**src/rtl/stream_demux_pkg.sv**
```systemverilog
// Shared limits, typedefs and sizing helpers for stream_demux.
package stream_demux_pkg;

   localparam int MAX_CH    = 16;
   localparam int MAX_DEPTH = 16;

   typedef logic [$clog2(MAX_CH)-1:0] ch_idx_t;

   function automatic int ptr_w(input int depth);
      return (depth < 2) ? 1 : $clog2(depth);
   endfunction

   function automatic int cnt_w(input int depth);
      return $clog2(depth + 1);
   endfunction

endpackage

```
**src/rtl/stream_demux_if.sv**
```systemverilog
// Input stream plus per-channel output streams of stream_demux.
// Carries bcast only when STREAM_DEMUX_BCAST_EN is defined.
interface stream_demux_if #(
   parameter int N_CH   = 4,
   parameter int DATA_W = 8
);
   import stream_demux_pkg::*;

   localparam int SEL_W = (N_CH > 1) ? $clog2(N_CH) : 1;

   logic                     in_valid;
   logic                     in_ready;
   logic [DATA_W-1:0]        in_data;
   logic [SEL_W-1:0]         in_sel;
`ifdef STREAM_DEMUX_BCAST_EN
   logic                     bcast;
`endif
   logic [N_CH-1:0]          out_valid;
   logic [N_CH-1:0]          out_ready;
   logic [N_CH*DATA_W-1:0]   out_data;

`ifdef STREAM_DEMUX_BCAST_EN
   modport master (
      output in_valid, in_data, in_sel, bcast, out_ready,
      input  in_ready, out_valid, out_data
   );
   modport slave (
      input  in_valid, in_data, in_sel, bcast, out_ready,
      output in_ready, out_valid, out_data
   );
`else
   modport master (
      output in_valid, in_data, in_sel, out_ready,
      input  in_ready, out_valid, out_data
   );
   modport slave (
      input  in_valid, in_data, in_sel, out_ready,
      output in_ready, out_valid, out_data
   );
`endif

endinterface

```
**src/rtl/demux_ch_fifo.sv**
```systemverilog
// One output channel buffer of stream_demux: power-of-two FIFO
// whose head is held in a register so it resets to zero.
module demux_ch_fifo
   import stream_demux_pkg::*;
#(
   parameter int DATA_W = 8,
   parameter int DEPTH  = 2,
   localparam int PW    = ptr_w(DEPTH),
   localparam int CW    = cnt_w(DEPTH)
) (
   input  logic              clk,
   input  logic              rst_n,
   input  logic              push,
   input  logic              pop,
   input  logic [DATA_W-1:0] din,
   output logic [DATA_W-1:0] dout,
   output logic [CW-1:0]     count,
   output logic              full,
   output logic              empty
);

   logic [DATA_W-1:0] mem [DEPTH];
   logic [PW-1:0]     wr_ptr;
   logic [PW-1:0]     rd_ptr;
   logic [CW-1:0]     count_nx;
   logic [CW-1:0]     left;
   logic              do_push;
   logic              do_pop;

   assign empty    = (count == '0);
   assign do_pop   = pop & ~empty;
   assign do_push  = push & ~full;
   assign left     = count - CW'(do_pop);
   assign count_nx = left + CW'(do_push);

   always_ff @(posedge clk) begin
      if (do_push) mem[wr_ptr] <= din;
   end

   always_ff @(posedge clk or negedge rst_n) begin
      if (!rst_n) begin
         wr_ptr <= '0;
         rd_ptr <= '0;
         count  <= '0;
         full   <= 1'b0;
         dout   <= '0;
      end else begin
         if (do_push) wr_ptr <= wr_ptr + PW'(1);
         if (do_pop)  rd_ptr <= rd_ptr + PW'(1);
         count <= count_nx;
         full  <= (count_nx == CW'(DEPTH));
         // Head comes from din when the FIFO drains to empty this cycle.
         if (do_push && left == '0)
            dout <= din;
         else if (do_pop && count > CW'(1))
            dout <= mem[rd_ptr + PW'(1)];
      end
   end

endmodule

```
**src/rtl/stream_demux.sv**
```systemverilog
// Registered 1-to-N stream demux with per-channel FIFOs.
// Broadcast routing is built when STREAM_DEMUX_BCAST_EN is defined.
module stream_demux
   import stream_demux_pkg::*;
#(
   parameter int N_CH   = 4,
   parameter int DATA_W = 8,
   parameter int DEPTH  = 2
) (
   input  logic            clk,
   input  logic            rst_n,
   stream_demux_if.slave   bus,
   output logic            err_sel,
   output logic [N_CH-1:0] ch_full
);

   localparam int SEL_W = (N_CH > 1) ? $clog2(N_CH) : 1;
   localparam int CW    = cnt_w(DEPTH);

   logic [N_CH-1:0] hit;
   logic [N_CH-1:0] room;
   logic [N_CH-1:0] push;
   logic [N_CH-1:0] pop;
   logic [N_CH-1:0] empty;
   logic [CW-1:0]   cnt [N_CH];
   logic            sel_ok;
   logic            is_bcast;
   logic            ready;
   logic            fire;

`ifdef STREAM_DEMUX_BCAST_EN
   assign is_bcast = bus.bcast;
`else
   assign is_bcast = 1'b0;
`endif

   for (genvar k = 0; k < N_CH; k++) begin : g_ch
      assign hit[k]  = (bus.in_sel == SEL_W'(k));
      assign room[k] = (cnt[k] < CW'(DEPTH));
      assign push[k] = fire & (is_bcast | hit[k]);
      assign pop[k]  = ~empty[k] & bus.out_ready[k];
      assign bus.out_valid[k] = ~empty[k];

      demux_ch_fifo #(
         .DATA_W (DATA_W),
         .DEPTH  (DEPTH)
      ) u_fifo (
         .clk   (clk),
         .rst_n (rst_n),
         .push  (push[k]),
         .pop   (pop[k]),
         .din   (bus.in_data),
         .dout  (bus.out_data[k*DATA_W +: DATA_W]),
         .count (cnt[k]),
         .full  (ch_full[k]),
         .empty (empty[k])
      );
   end

   assign sel_ok = |hit;

   // Ready looks only at registered counts, never at out_ready.
   always_comb begin
      ready = 1'b1;
      if (is_bcast)
         ready = &room;
      else if (sel_ok)
         ready = |(hit & room);
   end

   assign bus.in_ready = ready;
   assign fire         = bus.in_valid & ready;

   always_ff @(posedge clk or negedge rst_n) begin
      if (!rst_n) err_sel <= 1'b0;
      else        err_sel <= fire & ~sel_ok & ~is_bcast;
   end

endmodule

```
**src/flat_wrapper.sv**
```systemverilog
// flat-port wrapper written by rule: the top's interface ports become plain ports
module stream_demux_flat import stream_demux_pkg::*;
#(
   parameter int N_CH   = 4,
   parameter int DATA_W = 8,
   parameter int DEPTH  = 2
)
  (clk, rst_n, err_sel, ch_full, bus_in_valid, bus_in_data, bus_in_sel, bus_out_ready, bus_in_ready, bus_out_valid, bus_out_data);
  stream_demux_if #(.N_CH(N_CH), .DATA_W(DATA_W)) bus_i ();
  input  logic clk;
  input  logic rst_n;
  output logic err_sel;
  output logic [N_CH-1:0] ch_full;
  input wire logic [$bits(bus_i.in_valid)-1:0] bus_in_valid;
  input wire logic [$bits(bus_i.in_data)-1:0] bus_in_data;
  input wire logic [$bits(bus_i.in_sel)-1:0] bus_in_sel;
  input wire logic [$bits(bus_i.out_ready)-1:0] bus_out_ready;
  output wire logic [$bits(bus_i.in_ready)-1:0] bus_in_ready;
  output wire logic [$bits(bus_i.out_valid)-1:0] bus_out_valid;
  output wire logic [$bits(bus_i.out_data)-1:0] bus_out_data;
  assign bus_i.in_valid = bus_in_valid;
  assign bus_i.in_data = bus_in_data;
  assign bus_i.in_sel = bus_in_sel;
  assign bus_i.out_ready = bus_out_ready;
  assign bus_in_ready = bus_i.in_ready;
  assign bus_out_valid = bus_i.out_valid;
  assign bus_out_data = bus_i.out_data;
  stream_demux #(.N_CH(N_CH), .DATA_W(DATA_W), .DEPTH(DEPTH)) u_core (.clk(clk), .rst_n(rst_n), .bus(bus_i), .err_sel(err_sel), .ch_full(ch_full));
endmodule
```
**config.mk**
```make
export PLATFORM = sky130hd
export DESIGN_NAME = stream_demux_flat
export DESIGN_NICKNAME = d
export VERILOG_FILES = /design/src/rtl/stream_demux_pkg.sv /design/src/rtl/stream_demux_if.sv /design/src/rtl/demux_ch_fifo.sv /design/src/rtl/stream_demux.sv /design/src/flat_wrapper.sv
export SDC_FILE = /design/constraint.sdc
export NUM_CORES = 1
export LEC_CHECK = 0
export BUFFER_PORTS_ARGS = -buffer_cell sky130_fd_sc_hd__buf_2
export CELL_PAD_IN_SITES_DETAIL_PLACEMENT = 1
export CELL_PAD_IN_SITES_GLOBAL_PLACEMENT = 1
export CORE_ASPECT_RATIO = 0.7
export CORE_UTILIZATION = 25
export DETAILED_ROUTE_END_ITERATION = 10
export PLACE_DENSITY = 0.55
export SYNTH_ARGS = -nofsm -noshare
export SYNTH_HDL_FRONTEND = slang
export SYNTH_SLANG_ARGS = --single-unit
```
**constraint.sdc**
```tcl
create_clock -name clk -period 4.45 [get_ports clk]
set_clock_uncertainty 0.05 [all_clocks]
set_input_delay 0.89 -clock clk [delete_from_list [all_inputs] [get_ports clk]]
set_output_delay 0.89 -clock clk [all_outputs]
set_load 0.05 [all_outputs]
```
==> results.cfg <==
[status]
status = completed

[worst_hold_path]
min_from = u_core.g_ch[2].u_fifo.wr_ptr
hold_path_class = flip-flop to flip-flop
whs_endpoint = u_core.g_ch[2].u_fifo.wr_ptr
whs_path_depth = 1

[global_routing]
grt_util_met1 = 0.1974
antenna_found_initial = 0
top_usage_layer = met1
grt_usage = 0.1301
met3_usage = 0.03892
grt_pass1_wl_um = 18980
grt_pass1_vias = 3088
grt_overflow_total = 0
grtUsageMet2 = 0.1773
grt_max_degree = 31

[logic_synthesis]
synth_top_area_cell = edfxtp_1
seq_area_frac_synth = 0.6587
ys_types = 29
netlist_area_um2 = 4931
ys_warn_count = 0
netlist_instances = 342
synth_top_area_frac = 0.3897
syn-num-nets = 367
synth_seq_cells = 117
synth.area.top_cells = edfxtp_1 39%, dfrtp_1 27%, mux2_2 7.3%
synth.avg_cell_area_um2 = 14.42

[routing]
wl_um = 12290
vias_per_cell = 4.272
first_pass_iters = 4
antenna_left = 0
drc = 0
drtIter0Drc = 149
routedWlPerCell_um = 18.28
vias = 2871

[power]
pwr-share-seq = 0.377
netSwitchingPower_uw = 1850
pwr-share-comb = 0.365
total_power_uw = 4583
leakagePower_uw = 0.002355
ir_worst_vdd_mv = 0.2967
power_density_nw_per_um2 = 769.5
internal-power_uw = 2733
p_clk_frac = 0.258
p_sw_frac = 0.4037

[clocking]
numCtsBuffers = 17
ctsResizeCount = 0
clk_pin_slew_worst_paths_ns = 0.05
root_buffer = clkbuf_16
clk_latency_ns = 0.40
clockBufferDepth = 2
cts_tree = built
cts-htree-levels = 4
cts_setup_buffers = 0
cts.sinks = 117
cts_hold_buf = 0

[worst_setup_path]
crit_required_ns = 3.51
worstSetupEndpointType = primary output
worstReg2RegEnd = u_core.g_ch[2].u_fifo.dout[4]
ff2ff_setup_slack_ns = 1.57
reg2reg_from = u_core.g_ch[2].u_fifo.count[1]
path_max_fanout = 7
reg2reg_depth = 6
path_class = input port to primary output
arrival_ns = 2.03
start_kind = input port
startpoint = bus_in_sel[0]

[timing]
slew_viol_final = 0
setup_viol_count_final = 0
period_needed_ns = 2.974
fmax_ghz = 0.3362
hold_viol_final = 0
period_share = 0.6683
setup-tns-final_ns = 0
rsz0062_at_grt = false
worst_slew_pin_slew_ns = 1.113
maxSlewHeadroom = 0.2520

[finish]
fin_cells = 672
area_growth_pct = 20.78
drive_above_1_share = 0.3039
final_nets = 421
fill_cells = 2083
antenna_cells = 0

[place]
dp_hpwl_um = 8239
placed_cells = 641
io_buffers = 58
gp_congestion = 0.7154

[floorplanning]
core.rowCount = 42
die_y_um = 119.5
die_x_um = 169.9
io_pins = 59
initial_utilization = 0.2578
die_area_um2 = 20300
core_region_area_um2 = 19130

[job]
drv_cap = 0
==> cell usage in the layout (no fill, tap or decap) <==
master,synthesis,final
and3_2,1,1
nand4_2,1,1
or2_2,4,4
mux4_1,1,1
buf_4,5,1
nand4b_2,1,1
nor4b_1,1,1
mux2_2,32,32
dfrtp_1,53,53
or4_1,1,1
nand2b_1,1,1
nor3_1,3,3
ha_1,8,8
nor2_1,1,1
clkbuf_16,0,17
nor2b_1,9,9
mux2i_1,32,32
conb_1,1,1
nand2_1,1,1
and2_1,12,12
clkbuf_1,13,5
clkbuf_8,0,3
xnor2_1,8,8
edfxtp_1,64,64
buf_2,2,58
nand4bb_1,2,2
inv_1,9,9
xor2_1,8,8
clkinv_2,0,6
a21oi_1,64,64
==> worst max-delay path: stages <==
cell	delay, ns
buf_2	0.21
mux4_1	0.61
inv_1	0.07
buf_2	0.25
==> metal layers <==
metal / part of all wire / vias to the layer above
li1: - / 1341
met1: 0.52 / 1457
met2: 0.42 / 67
met3: 0.051 / 6
met4: 0.0059 / 0
met5: 0 / -
==> Yosys cell counts <==
| cell type | instances |
|---|---|
| xnor2_1 | 8 |
| buf_6 | 1 |
| and2_1 | 12 |
| conb_1 | 1 |
| nand4b_2 | 1 |
| mux2i_1 | 32 |
| mux4_1 | 1 |
| nand4_2 | 1 |
| nor2b_1 | 9 |
| and3_2 | 1 |
| nand2b_1 | 1 |
| nor4b_1 | 1 |
| nor3_1 | 3 |
| nor2_1 | 1 |
| or4_1 | 1 |
| inv_1 | 9 |
| buf_4 | 5 |
| nand2_1 | 1 |
| a21oi_1 | 64 |
| mux2_2 | 32 |
| ha_1 | 8 |
| buf_2 | 2 |
| nand4bb_1 | 2 |
| buf_1 | 3 |
| or2_2 | 4 |
| xor2_1 | 8 |
| dfrtp_1 | 53 |
| edfxtp_1 | 64 |
| clkbuf_1 | 13 |
==> cells by family (layout without fill, tap and decap cells) <==
| kind of cell | count (synthesis) | in the layout | share of synthesized area |
|---|---|---|---|
| flip-flops | 117 | 117 | 0.6587 |
| buffers and inverters | 33 | 99 | 0.03096 |
| AO/OA/AOI/OAI | 64 | 64 | 0.06496 |
| XOR/XNOR | 16 | 16 | 0.02842 |
| AND/OR/NAND/NOR | 38 | 38 | 0.05252 |
| multiplexers | 65 | 65 | 0.1434 |
| other | 1 | 1 | 0.0007605 |
| adder cells (fa/ha/maj) | 8 | 8 | 0.02030 |
==> worst max-delay path by stage <==
stage / end / slack (ns)
finish: bus_in_ready / 1.48
detailed placement: bus_in_ready / 1.49
floorplan: bus_in_ready / 1.64
global route: bus_in_ready / 1.42
global placement: bus_in_ready / 1.50
CTS: bus_in_ready / 1.47
==> area by class of cell <==
class                           instances  area, um^2  share of cell area
Clock buffer                           25       485.5             0.08151
Clock inverter                          6       30.03            0.005042
Inverter                                9       33.78            0.005672
Multi-Input combinational cell        192        1530              0.2569
Sequential cell                       117        3248              0.5454
Tap cell                              264       330.3             0.05546
Timing Repair Buffer                   59       297.8             0.05000
==> power groups by stage <==
| stage | sequential, uW | clock (uW) | combinational (uW) |
|---|---|---|---|
| floorplan | 2060 | 0 | 945 |
| global placement | 1740 | 0 | 1660 |
| detailed placement | 1750 | 0 | 1690 |
| CTS | 1730 | 1220 | 1700 |
| global route | 1760 | 1260 | 1810 |
| finish | 1730 | 1180 | 1670 |
==> flip-flops by register name, indices dropped and copies added (netlist names) <==
| register | count |
|---|---|
| u_core.g_ch.u_fifo.mem | 64 |
| u_core.g_ch.u_fifo.dout | 32 |
| u_core.g_ch.u_fifo.count | 8 |
| u_core.g_ch.u_fifo.full | 4 |
| u_core.g_ch.u_fifo.rd_ptr | 4 |
| u_core.g_ch.u_fifo.wr_ptr | 4 |
| u_core.err_sel | 1 |
==> through the flow <==
stage	setup slack [ns]	area, um^2	util	hold slack (ns)
after floorplan	1.642	4931	-	0.4055
after global placement	1.504	5440	0.2844	0.4207
after detailed placement	1.487	5440	0.2844	0.4248
after CTS	1.468	5956	0.3114	0.4349
after global routing	1.422	5956	0.3114	0.4574
final	1.476	5956	0.3114	0.4280
Power figures use the tool's default switching activity.
